[config.mk]
export PLATFORM = sky130hd
export DESIGN_NAME = trie_lookup_seq
export DESIGN_NICKNAME = d
export VERILOG_FILES = /design/src/rtl/trie_lookup_seq.sv
export SDC_FILE = /design/constraint.sdc
export NUM_CORES = 1
export LEC_CHECK = 0
export CAP_MARGIN = 5
export CORE_MARGIN = 5
export CORE_UTILIZATION = 44
export CTS_CLUSTER_DIAMETER = 200
export DETAILED_ROUTE_END_ITERATION = 12
export PLACE_DENSITY = 0.84
export SLEW_MARGIN = 20
export SYNTH_ARGS = -nofsm -noshare
export SYNTH_HDL_FRONTEND = slang
export SYNTH_SLANG_ARGS = --single-unit
export TNS_END_PERCENT = 30
[constraint.sdc]
create_clock -name clk -period 1.65 [get_ports clk]
set_input_delay 0.2475 -clock clk [delete_from_list [all_inputs] [get_ports clk]]
set_output_delay 0.2475 -clock clk [all_outputs]
set_load 0.01 [all_outputs]
[src/rtl/trie_lookup_seq.sv]
// trie_lookup_seq: serial 4-bit-stride longest-prefix trie walk over one shared stage_ram read port.
// Define TRIE_LOOKUP_STATS_EN to add the stat_lookups/stat_hits counters.
module trie_lookup_seq #(
    parameter int         ADDR_LEN   = 14,
    parameter int         DATA_WIDTH = 19,
    parameter logic [7:0] DEFAULT_NH = 8'd0
) (
    input  logic                  clk,
    input  logic                  rst_n,
    input  logic                  req_valid,
    output logic                  req_ready,
    input  logic [31:0]           req_ip,
    output logic                  resp_valid,
    input  logic                  resp_ready,
    output logic                  resp_hit,
    output logic [7:0]            resp_nexthop,
    output logic [3:0]            resp_depth,
    output logic [ADDR_LEN-1:0]   ram_addr,
    input  logic [DATA_WIDTH-1:0] ram_dout
`ifdef TRIE_LOOKUP_STATS_EN
    ,
    output logic [31:0]           stat_lookups,
    output logic [31:0]           stat_hits
`endif
);
    localparam int BLK_W = ADDR_LEN - 4;
    typedef enum logic [1:0] {IDLE, ADDR, DATA, DONE} state_t;
    state_t            r_state;
    logic [31:0]       r_ip;
    logic [2:0]        r_level;
    logic              r_hit;
    logic [7:0]        r_nh;
    logic              w_exist;
    logic [7:0]        w_nexthop;
    logic [BLK_W-1:0]  w_next_blk;
    logic              w_hit;
    logic [7:0]        w_nh;
    logic              w_descend;
    assign w_exist    = ram_dout[DATA_WIDTH-1];
    assign w_nexthop  = ram_dout[DATA_WIDTH-2 -: 8];
    assign w_next_blk = ram_dout[BLK_W-1:0];
    // a deeper existing entry overrides, a missing one keeps what was found so far
    assign w_hit      = r_hit | w_exist;
    assign w_nh       = w_exist ? w_nexthop : r_nh;
    assign w_descend  = (w_next_blk != '0) && (r_level != 3'd7);
    always_ff @(posedge clk or negedge rst_n) begin
        if (!rst_n) begin
            r_state      <= IDLE;
            r_ip         <= '0;
            r_level      <= '0;
            r_hit        <= 1'b0;
            r_nh         <= DEFAULT_NH;
            req_ready    <= 1'b1;
            resp_valid   <= 1'b0;
            resp_hit     <= 1'b0;
            resp_nexthop <= DEFAULT_NH;
            resp_depth   <= '0;
            ram_addr     <= '0;
`ifdef TRIE_LOOKUP_STATS_EN
            stat_lookups <= '0;
            stat_hits    <= '0;
`endif
        end else begin
            case (r_state)
                IDLE: if (req_valid) begin
                    r_state   <= ADDR;
                    req_ready <= 1'b0;
                    r_ip      <= req_ip;
                    ram_addr  <= {{BLK_W{1'b0}}, req_ip[31:28]};
                    r_level   <= '0;
                    r_hit     <= 1'b0;
                    r_nh      <= DEFAULT_NH;
                end
                ADDR: r_state <= DATA;
                DATA: begin
                    r_hit <= w_hit;
                    r_nh  <= w_nh;
                    if (w_descend) begin
                        // r_ip is kept shifted so the next level's nibble is always at [27:24]
                        ram_addr <= {w_next_blk, r_ip[27:24]};
                        r_ip     <= r_ip << 4;
                        r_level  <= r_level + 3'd1;
                        r_state  <= ADDR;
                    end else begin
                        resp_hit     <= w_hit;
                        resp_nexthop <= w_nh;
                        resp_depth   <= 4'(r_level) + 4'd1;
                        resp_valid   <= 1'b1;
                        r_state      <= DONE;
                    end
                end
                DONE: if (resp_ready) begin
                    resp_valid <= 1'b0;
                    req_ready  <= 1'b1;
                    r_state    <= IDLE;
`ifdef TRIE_LOOKUP_STATS_EN
                    stat_lookups <= stat_lookups + 32'd1;
                    stat_hits    <= stat_hits + {31'd0, resp_hit};
`endif
                end
                default: r_state <= IDLE;
            endcase
        end
    end
endmodule

==> results of run 1 <==
[metrics by stage]
step	hold WS, ns	util, %	instance area [sq um]	setup TNS [ns]	total power, uW
6_report	0.128	67.3	4880	-1.42	7190
5_1_grt	0.128	67.3	4880	-5.12	7610
4_1_cts	0.121	65.1	4720	-1.12	6880
3_5_place_dp	0.132	60.6	4390	-42.09	5320
3_3_place_gp	0.125	60.6	4390	-40.64	5180
2_1_floorplan	-0.0481	-	3270	-8.38	3970
[power by group through the flow]
stage	Clock (uW)	Combinational [uW]	Sequential, uW
2_1_floorplan	0	1010	2960
3_3_place_gp	0	2320	2860
3_5_place_dp	0	2420	2900
4_1_cts	1430	2570	2890
5_1_grt	1530	3060	3030
6_report	1420	2830	2940
[registers in the layout, summed over array words and instances, names as in the netlist]
signal        count
r_level           3
resp_nexthop      8
resp_depth        4
req_ready         1
resp_hit          1
r_ip             28
ram_addr         14
resp_valid        1
r_state           2
r_nh              8
r_hit             1
[critical path: stages, from the launching register on]
cell and delay (ns):
dfrtp_1 0.37, ha_2 0.21, ha_4 0.15, inv_2 0.04
o31a_1 0.13, nor3_4 0.19, buf_6 0.21, mux2_4 0.32
[routing by layer]
layer / up-vias / track usage (%) / share of wire (%)
li1: 1339 / - / -
met2: 106 / 33.2 / 52
met5: - / 0 / 0
met3: 22 / 4.61 / 5.9
met1: 1473 / 26.2 / 39
met4: 0 / 8.06 / 2.7
[worst max path at each step]
stage               cells past startpoint         endpoint  slack, ns
floorplan                               5    resp_depth[1]      -0.32
global placement                        6  resp_nexthop[4]      -0.73
detailed placement                      7     ram_addr[10]      -0.77
CTS                                     7  resp_nexthop[7]      -0.08
global route                            7  resp_nexthop[5]      -0.15
finish                                  7  resp_nexthop[7]      -0.07
[Yosys cell counts, types with 2 or more instances]
library cell	instances	area, sq um
dfrtp_1	70	1750
o21ai_0	56	280
nand3_1	46	230
nand2_1	37	139
mux2i_1	30	300
clkbuf_1	18	67.6
inv_1	12	45.0
a22o_1	8	70.1
mux2_1	6	67.6
mux2_2	5	56.3
nor2_1	5	18.8
a21oi_1	4	20.0
clkbuf_2	4	20.0
a21o_1	2	15.0
ha_1	2	25.0
o21ai_1	2	10.0
or2_2	2	12.5
[repair_timing]
item	4_1_cts	5_1_grt
hold buffers	1	0
cloned	1	2
hold endpoints to repair	9	0
pin swaps	5	16
buffers inserted	5	1
endpoints found under the setup margin	61	68
resized for setup	56	64
[final cells by class]
| type | count | area (sq um) |
|---|---|---|
| fillers | 514 | 2370 |
| flip-flops and latches | 71 | 1780 |
| multi-input cells | 215 | 1560 |
| repair buffers | 116 | 1170 |
| clock buffers | 10 | 128 |
| well taps | 99 | 124 |
| clock inverters | 6 | 70.1 |
| inverters | 12 | 45.0 |
[kinds of logic after synthesis]
logic type | share of synthesized area (%)
DFF | 54.4
and+or+nand+nor | 14.1
muxes | 13.0
adders and majority gates | 0.765
buffers and inverters | 4.55
AOI/OAI and AO/OA | 13.2
==> results by group, run 1 <==
Run status
  – Status: finished, violations left
  – Failing checks: setup timing

Pwr
  – Comb power frac: 39.3%
  – Power per Cell Area: 1470 nW/um^2
  – Switch share: 33.9%
  – Clock power share: 19.7%
  – Seq pwr share: 41.0%
  – Pleak: 0.00208 uW
  – Cell Int Power: 4750 uW
  – Peak VDD IR: 0.576 mV
  – Sw power: 2440 uW

Finish
  – Final non-filler cell total: 529
  – Area grow syn2layout: 49.3%
  – Most frequent cells in the layout: 71 x clkdlybuf4s50_1, 70 x dfrtp_1, 37 x nand2_1, 30 x mux2i_1, 27 x o21ai_1
  – Layout cell share with drive strength beyond 1: 25.3%
  – Number of diodes: 0
  – Most common cell after layout, fill and taps aside: clkdlybuf4s50_1
  – Final #Nets: 482

Worst hold path
  – Hold EP: ram_addr[13]
  – Hold path depth: 3
  – Hold_sp: ram_dout[9]
  – Hold crit path type: primary input to flip-flop

Routing
  – WL final: 9540 um
  – Iter 0 DRT Violations: 265
  – Final ANT Viol Nets: 0
  – Vias per std cell: 5.56
  – Wire per inst: 18.0 um
  – Remaining routing DRC violations: 0
  – Via Count: 2940
  – Pre-antenna DRT Iters: 4

Yosys
  – Cell area after synthesis: 3270 sq um
  – Post-Synthesis Cells: 322
  – Most used DFF post-synth: dfrtp_1
  – Register area share after synthesis: 54.4%
  – Asr flop ratio synth: 100%
  – Distinct cells, synth: 30
  – Yosys warns: 0
  – Syn avg cell area: 10.2 sq um
  – Syn Nets: 379
  – Synthesis-stage register bit count: 71
  – Post-synth EDFFs: 0

Clock tree
  – Clock sink total: 71
  – H-tree levels: 3
  – Clock root buffer: clkbuf_8
  – Worst-Skew Late Latency: 0.36 ns
  – CTS buffer count: 9
  – Clk slew on worst S/H paths: 0.08 ns
  – Longest Clk Path Bufs: 2
  – CTS tree: done

Critical path
  – Worst Path Max Fanout: 8
  – WP data required: 1.89 ns
  – WP data arrival: 1.97 ns
  – Worst Setup End Kind: flip-flop
  – Critical Path Start Type: flip-flop
  – Origin of the worst setup path: r_level[0]
  – Reg2reg path depth: 7
  – Worst R2R Start: r_level[0]
  – R2r setup slk: -0.07 ns
  – CP Class: flip-flop to flip-flop
  – Reg-to-Reg End: resp_nexthop[7]

Die
  – Chip Width: 96.2 um
  – Row count: 31
  – Die Span Y: 96.2 um
  – Initial Utilization: 45.1%
  – Core box area: 7250 sq um
  – Io pins: 84
  – Die area: 9260 sq um

Global route
  – Largest net degree at the start of global routing: 63
  – Gr ovfl total: 0
  – Vias in the first global route: 2907
  – GRT Total Usage: 20.4%
  – Antenna violations before repair: 0
  – First-pass GRT wire length: 14300 um

Timing
  – Headroom to the max-slew limit: 68.9%
  – Hold Violations, Final: 0
  – Pins Over Slew Limit: 0
  – Clock Skew: 0.0125 ns
  – Finish-stage setup viols: 44
  – Fmax: 0.580 GHz
  – Slew @ Worst Pin: 0.467 ns
  – Final setup margin: -0.0740 ns
  – Tcrit/Tclk final: 104%
  – RSZ-0062 raised after global routing: yes
  – Final min period: 1.72 ns

Placed design
  – DP HPWL: 5800 um
  – Placed cells: 505
  – Pre-CTS setup slack: -0.769 ns
  – RD Place Congestion: 0.791
  – Input/output buffers: 83

Job
  – MaxCap Viol Count: 0
Note: power is estimated with default switching activity, not from simulation.
==> run 2, diff against run 1 <==
--- a/config.mk
+++ b/config.mk
@@ -5,12 +5,13 @@
 export SDC_FILE = /design/constraint.sdc
 export NUM_CORES = 1
 export LEC_CHECK = 0
-export CAP_MARGIN = 5
+export CAP_MARGIN = 20
 export CORE_MARGIN = 5
 export CORE_UTILIZATION = 44
 export CTS_CLUSTER_DIAMETER = 200
 export DETAILED_ROUTE_END_ITERATION = 12
 export PLACE_DENSITY = 0.84
+export RECOVER_POWER = 50
 export SLEW_MARGIN = 20
 export SYNTH_ARGS = -nofsm -noshare
 export SYNTH_HDL_FRONTEND = slang
==> results by group, run 2 (synthesis results as in run 1) <==
Timing
  – Hold Violations, Final: 0 (unchanged)
  – RSZ-0062 raised after global routing: yes (unchanged)
  – Setup TNS: -1.47 ns (was -1.42 ns)
  – Clock Skew: 0.0125 ns (about the same)
  – Pins Over Slew Limit: 0 (unchanged)
  – Slew @ Worst Pin: 0.569 ns (was 0.467 ns)
  – Fmax: 0.579 GHz (was 0.580 GHz)
  – Headroom to the max-slew limit: 62.1% (was 68.9%)
  – Final setup margin: -0.0762 ns (was -0.0740 ns)
  – Finish-stage setup viols: 44 (unchanged)
  – Tcrit/Tclk final: 105% (was 104%)
  – Final min period: 1.73 ns (was 1.72 ns)

Clock tree
  – Worst-Skew Late Latency: 0.36 ns (about the same)
  – Clk slew on worst S/H paths: 0.08 ns (about the same)
  – Clock root buffer: clkbuf_8 (unchanged)
  – Clock sink total: 71 (unchanged)
  – H-tree levels: 3 (unchanged)
  – CTS buffer count: 9 (unchanged)
  – Longest Clk Path Bufs: 2 (unchanged)
  – CTS tree: done (unchanged)

Placed design
  – Pre-CTS setup slack: -0.769 ns (unchanged)
  – RD Place Congestion: 0.791 (unchanged)
  – DP HPWL: 5800 um (unchanged)
  – Placed cells: 505 (unchanged)
  – Input/output buffers: 83 (unchanged)

Global route
  – Gr ovfl total: 0 (unchanged)
  – Largest net degree at the start of global routing: 63 (unchanged)
  – Antenna violations before repair: 0 (unchanged)
  – Vias in the first global route: 2907 (unchanged)
  – First-pass GRT wire length: 14300 um (unchanged)
  – GRT Total Usage: 20.4% (unchanged)

Critical path
  – Critical Path Start Type: flip-flop (unchanged)
  – WP data required: 1.89 ns (about the same)
  – Worst Path Max Fanout: 8 (unchanged)
  – WP data arrival: 1.97 ns (about the same)
  – Worst Setup End Kind: flip-flop (unchanged)
  – CP Class: flip-flop to flip-flop (unchanged)
  – R2r setup slk: -0.08 ns (was -0.07 ns)

Finish
  – Most common cell after layout, fill and taps aside: clkdlybuf4s50_1 (unchanged)
  – Max reg flops: 28 (unchanged)
  – Area grow syn2layout: 49.0% (was 49.3%)
  – Final #Nets: 482 (unchanged)
  – Number of diodes: 0 (unchanged)
  – Most frequent cells in the layout: 71 x clkdlybuf4s50_1, 70 x dfrtp_1, 37 x nand2_1, 30 x mux2i_1, 27 x o21ai_1 (unchanged)
  – Reg with most FFs: r_ip (unchanged)
  – Biggest regs: r_ip: 28 flops, ram_addr: 14 flops (unchanged)
  – Final non-filler cell total: 529 (unchanged)
  – Layout cell share with drive strength beyond 1: 25.1% (was 25.3%)

Die
  – Core box area: 7250 sq um (unchanged)
  – Initial Utilization: 45.1% (unchanged)
  – Io pins: 84 (unchanged)
  – Die Span Y: 96.2 um (unchanged)
  – Chip Width: 96.2 um (unchanged)
  – Die area: 9260 sq um (unchanged)
  – Row count: 31 (unchanged)

Routing
  – Iter 0 DRT Violations: 265 (unchanged)
  – Remaining routing DRC violations: 0 (unchanged)
  – WL final: 9530 um (was 9540 um)
  – Via Count: 2940 (unchanged)
  – Vias per std cell: 5.56 (unchanged)
  – Pre-antenna DRT Iters: 4 (unchanged)
  – Final ANT Viol Nets: 0 (unchanged)
  – Wire per inst: 18.0 um (about the same)

Pwr
  – Power per Cell Area: 1470 nW/um^2 (about the same)
  – Pleak: 0.00208 uW (about the same)
  – Peak VDD IR: 0.576 mV (about the same)
  – Pwr Total: 7180 uW (was 7190 uW)

Run status
  – Failing checks: setup timing (unchanged)
  – Status: finished, violations left (unchanged)

Job
  – MaxCap Viol Count: 0 (unchanged)

Worst hold path
  – Hold crit path type: primary input to flip-flop (unchanged)
-- run 2: metrics by stage --
stage | hold WS [ns] | instance area, sq um | utilization (%)
5_1_grt | 0.128 | 4870 | 67.2
4_1_cts | 0.121 | 4720 | 65.1
3_5_place_dp | 0.132 | 4390 | 60.6
6_report | 0.127 | 4870 | 67.2
3_3_place_gp | 0.125 | 4390 | 60.6
2_1_floorplan | -0.0481 | 3270 | -
-- run 2: area by class of cell --
type / count / area, sq um
Multi-Input combinational cell: 215 / 1560
Tap cell: 99 / 124
Sequential cell: 71 / 1780
Clock inverter: 6 / 70.1
Inverter: 12 / 45.0
Timing Repair Buffer: 116 / 1160
Fill cell: 518 / 2380
Clock buffer: 10 / 128
-- run 2: worst paths after layout --
path | start | endpoint | cells after the start
worst min-delay path | ram_dout[9] | ram_addr[13] | 3
worst max register to register | r_level[0] | resp_nexthop[7] | 7
worst max-delay path | r_level[0] | resp_nexthop[7] | 7
max in group asynchronous | rst_n | r_level[0] | 3
min in group asynchronous | rst_n | resp_nexthop[6] | 2
worst min register to register | resp_valid | resp_valid | 1
-- run 2: metal layers --
| metal | wire, um | track usage [%] |
|---|---|---|
| met5 | 0 | 0 |
| met4 | 242 | 8.06 |
| met3 | 553 | 4.61 |
| met2 | 5030 | 33.2 |
| met1 | 3710 | 26.2 |
-- run 2: worst max-delay path, cell delays in order (launching register included) --
cell	delay [ns]
dfrtp_1	0.37
ha_2	0.21
ha_4	0.15
inv_2	0.04
o31a_1	0.13
nor3_4	0.19
buf_6	0.21
mux2_4	0.32
-- run 2: report_power, final --
| group | internal, uW | leakage (uW) | switching, uW |
|---|---|---|---|
| registers | 2460 | 0.000884 | 485 |
| clock network | 706 | 0.0000891 | 713 |
| logic | 1580 | 0.00110 | 1240 |
-- run 2: timing repair --
action / in CTS / in global routing
pin swaps: 5 / 16
endpoints found under the setup margin: 61 / 68
endpoints found under the hold margin: 9 / 0
buffers inserted: 5 / 1
cloned: 1 / 2
hold buffers: 1 / 0
gates resized for setup: 56 / 64
==> run 3, diff against run 2 <==
--- a/config.mk
+++ b/config.mk
@@ -5,14 +5,14 @@
 export SDC_FILE = /design/constraint.sdc
 export NUM_CORES = 1
 export LEC_CHECK = 0
+export ABC_AREA = 1
 export CAP_MARGIN = 20
 export CORE_MARGIN = 5
 export CORE_UTILIZATION = 44
 export CTS_CLUSTER_DIAMETER = 200
 export DETAILED_ROUTE_END_ITERATION = 12
-export PLACE_DENSITY = 0.84
+export PLACE_DENSITY_LB_ADDON = 0.08
 export RECOVER_POWER = 50
-export SLEW_MARGIN = 20
 export SYNTH_ARGS = -nofsm -noshare
 export SYNTH_HDL_FRONTEND = slang
 export SYNTH_SLANG_ARGS = --single-unit
==> results by group, run 3 <==
Critical path
  – CP max stage delay: 0.60 ns (was 0.37 ns)
  – CP Class: flip-flop to primary output (was flip-flop to flip-flop)
  – Critical Path Start Type: flip-flop (unchanged)
  – Reg-to-Reg End: r_ip[20] (was resp_nexthop[7])
  – WP data arrival: 1.31 ns (was 1.97 ns)
  – Critical Path, Cell by Cell: dlygate4sd3_1 (was ha_2 > ha_4 > inv_2 > o31a_1 > nor3_4 > buf_6 > mux2_4)
  – WP data required: 1.40 ns (was 1.89 ns)
  – Top cell family by delay on the critical path: buffers and inverters (was flip-flops)
  – Critical Path Slowest Stage Cell: dlygate4sd3_1 (was dfrtp_1)
  – Worst R2R Start: r_level[1] (was r_level[0])
  – Worst Setup End Kind: primary output (was flip-flop)
  – Origin of the worst setup path: ram_addr[4] (was r_level[0])
  – Worst Path Max Fanout: 2 (was 8)
  – Reg2reg path depth: 8 (was 7)
  – Crit path capture: ram_addr[4] (was resp_nexthop[7])
  – Buf+Inv Stages, Crit Path: 1 (was 2)
  – CP Depth: 1 (was 7)
  – R2r setup slk: 0.1 ns (was -0.08 ns)

Yosys
  – Top cells by count, synth: 208 x nand2_1, 70 x dfrtp_1, 45 x nand3_1, 21 x o21ai_0 (was 70 x dfrtp_1, 56 x o21ai_0, 46 x nand3_1, 37 x nand2_1, 30 x mux2i_1)
  – Cell area after synthesis: 3240 sq um (was 3270 sq um)
  – Asr flop ratio synth: 100% (unchanged)
  – Post-synth top area share: 54.0% (was 53.6%)
  – Post-synth EDFFs: 0 (unchanged)
  – Distinct cells, synth: 20 (was 30)
  – Syn avg cell area: 7.98 sq um (was 10.2 sq um)
  – Synth area leader: dfrtp_1 (unchanged)
  – Post-Synthesis Cells: 406 (was 322)
  – Most used DFF post-synth: dfrtp_1 (unchanged)
  – Synthesis-stage register bit count: 71 (unchanged)
  – Register area share after synthesis: 54.8% (was 54.4%)
  – Yosys warns: 0 (unchanged)
  – Syn Nets: 463 (was 379)
  – Most frequent cell after synthesis: nand2_1 (was dfrtp_1)
  – Largest cells by area after synthesis: dfrtp_1 54%, nand2_1 24%, nand3_1 6.9% (was dfrtp_1 54%, mux2i_1 9.2%, o21ai_0 8.6%)

Global route
  – Vias in the first global route: 2973 (was 2907)
  – Antenna violations before repair: 0 (unchanged)
  – Gr ovfl total: 0 (unchanged)
  – Largest net degree at the start of global routing: 35 (was 63)
  – First-pass GRT wire length: 13500 um (was 14300 um)
  – GRT Total Usage: 19.0% (was 20.4%)

Finish
  – Max reg flops: 28 (unchanged)
  – Number of diodes: 0 (unchanged)
  – Most common cell after layout, fill and taps aside: nand2_1 (was clkdlybuf4s50_1)
  – Most frequent cells in the layout: 209 x nand2_1, 80 x clkdlybuf4s50_1, 70 x dfrtp_1, 45 x nand3_1, 21 x o21ai_0 (was 71 x clkdlybuf4s50_1, 70 x dfrtp_1, 37 x nand2_1, 30 x mux2i_1, 27 x o21ai_1)
  – Design area: 4540 sq um (was 4870 sq um)
  – Reg with most FFs: r_ip (unchanged)
  – Final-layout fill cell count: 659 (was 518)
  – Final #Nets: 559 (was 482)
  – Biggest regs: r_ip: 28 flops, ram_addr: 14 flops (unchanged)
  – Area grow syn2layout: 40.0% (was 49.0%)
  – Layout cell share with drive strength beyond 1: 8.70% (was 25.1%)

Timing
  – Slew @ Worst Pin: 0.857 ns (was 0.569 ns)
  – Final setup margin: 0.0954 ns (was -0.0762 ns)
  – Fmax: 0.643 GHz (was 0.579 GHz)
  – Headroom to the max-slew limit: 42.9% (was 62.1%)
  – Final min period: 1.55 ns (was 1.73 ns)
  – Tcrit/Tclk final: 94.2% (was 105%)
  – Pins Over Slew Limit: 0 (unchanged)
  – Finish-stage setup viols: 0 (was 44)
  – Hold Violations, Final: 0 (unchanged)
  – Clock Skew: 0.00745 ns (was 0.0125 ns)
  – RSZ-0062 raised after global routing: no (was yes)

Placed design
  – RD Place Congestion: 0.761 (was 0.791)
  – Post-DP Area: 4310 sq um (was 4390 sq um)
  – Pre-CTS setup slack: -0.137 ns (was -0.769 ns)
  – DP HPWL: 5680 um (was 5800 um)
  – Input/output buffers: 83 (unchanged)

Die
  – Row count: 31 (unchanged)
  – Core box area: 7210 sq um (was 7250 sq um)
  – Initial Utilization: 44.9% (was 45.1%)
  – Die area: 9180 sq um (was 9260 sq um)
  – Die Span Y: 95.8 um (was 96.2 um)
  – Chip Width: 95.8 um (was 96.2 um)
  – Io pins: 84 (unchanged)

Clock tree
  – Longest Clk Path Bufs: 2 (unchanged)
  – Clock root buffer: clkbuf_8 (unchanged)
  – Worst-Skew Late Latency: 0.34 ns (was 0.36 ns)
  – CTS tree: done (unchanged)
  – Clk slew on worst S/H paths: 0.07 ns (was 0.08 ns)
  – Clock sink total: 71 (unchanged)
  – H-tree levels: 3 (unchanged)
  – CTS buffer count: 9 (unchanged)

Routing
  – WL final: 8070 um (was 9530 um)
  – Vias per std cell: 4.82 (was 5.56)
  – Final ANT Viol Nets: 0 (unchanged)
  – Pre-antenna DRT Iters: 4 (unchanged)
  – Via Count: 2916 (was 2940)
  – Iter 0 DRT Violations: 97 (was 265)
  – Remaining routing DRC violations: 0 (unchanged)
  – Wire per inst: 13.3 um (was 18.0 um)

Job
  – MaxCap Viol Count: 0 (unchanged)

Pwr
  – Peak VDD IR: 1.01 mV (was 0.576 mV)
  – Pleak: 0.00234 uW (was 0.00208 uW)
  – Power per Cell Area: 1860 nW/um^2 (was 1470 nW/um^2)

Worst hold path
  – Hold crit path type: primary input to flip-flop (unchanged)
  – Hold path depth: 3 (unchanged)

Run status
  – Status: finished, final reports clean (was finished, violations left)
-- run 3: cell type report --
| type | count | area [sq um] | area share [%] |
|---|---|---|---|
| Clock inverter | 3 | 42.5 | 0.937 |
| Tap cell | 99 | 124 | 2.73 |
| Multi-Input combinational cell | 299 | 1290 | 28.5 |
| Sequential cell | 71 | 1780 | 39.2 |
| Inverter | 13 | 48.8 | 1.08 |
| Clock buffer | 12 | 155 | 3.42 |
| Timing Repair Buffer | 108 | 1100 | 24.2 |
-- run 3: metal layers --
| layer | up-vias | routed length (um) | GRT usage [%] |
|---|---|---|---|
| li1 | 1476 | - | - |
| met1 | 1356 | 3680 | 24.4 |
| met2 | 77 | 3780 | 30.3 |
| met3 | 7 | 540 | 5.79 |
| met4 | 0 | 72 | 7.35 |
| met5 | - | 0 | 0 |
-- run 3: through the flow --
step                util, %  std cells  hold slack (ns)  setup TNS [ns]  total power (uW)
finish                 62.9        605            0.436               0              8460
global route           62.9        605            0.449               0              9180
CTS                    62.7        604            0.409               0              8550
detailed placement     59.7        588            0.223           -4.05              7120
global placement       59.7        588            0.223           -1.94              6990
floorplan                 -        406          -0.0481               0              5280
-- run 3: repair_timing --
| item | in CTS | in global routing |
|---|---|---|
| pin swaps | 0 | 1 |
| resized for setup | 3 | 4 |
| hold buffers | 1 | 0 |
| setup endpoints to repair | 8 | 42 |
| endpoints found under the hold margin | 31 | 0 |
| buffers inserted | 0 | 1 |
-- run 3: logic make-up (layout without fill, tap and decap cells) --
| family | count (synthesis) | in the layout | synth area share (%) |
|---|---|---|---|
| AOI/OAI and AO/OA | 31 | 31 | 5.36 |
| adders and majority gates | 2 | 2 | 0.772 |
| buffers and inverters | 36 | 136 | 5.98 |
| DFF | 71 | 71 | 54.8 |
| and+or+nand+nor | 266 | 266 | 33.0 |
-- run 3: power by group --
| group | total (uW) | internal [uW] | switching, uW |
|---|---|---|---|
| clock | 1400 | 771 | 633 |
| combinational | 4110 | 1900 | 2210 |
| sequential | 2950 | 2540 | 406 |
| total | 8460 | 5210 | 3250 |
-- run 3: how the worst min path moves through the flow --
stage / start / end / slack [ns]
after floorplan: rst_n / r_hit / -0.05
after global placement: rst_n / ram_addr[10] / 0.22
after detailed placement: rst_n / ram_addr[8] / 0.22
after CTS: rst_n / ram_addr[8] / 0.41
after global routing: req_ip[3] / r_ip[3] / 0.45
final: req_ip[1] / r_ip[1] / 0.44
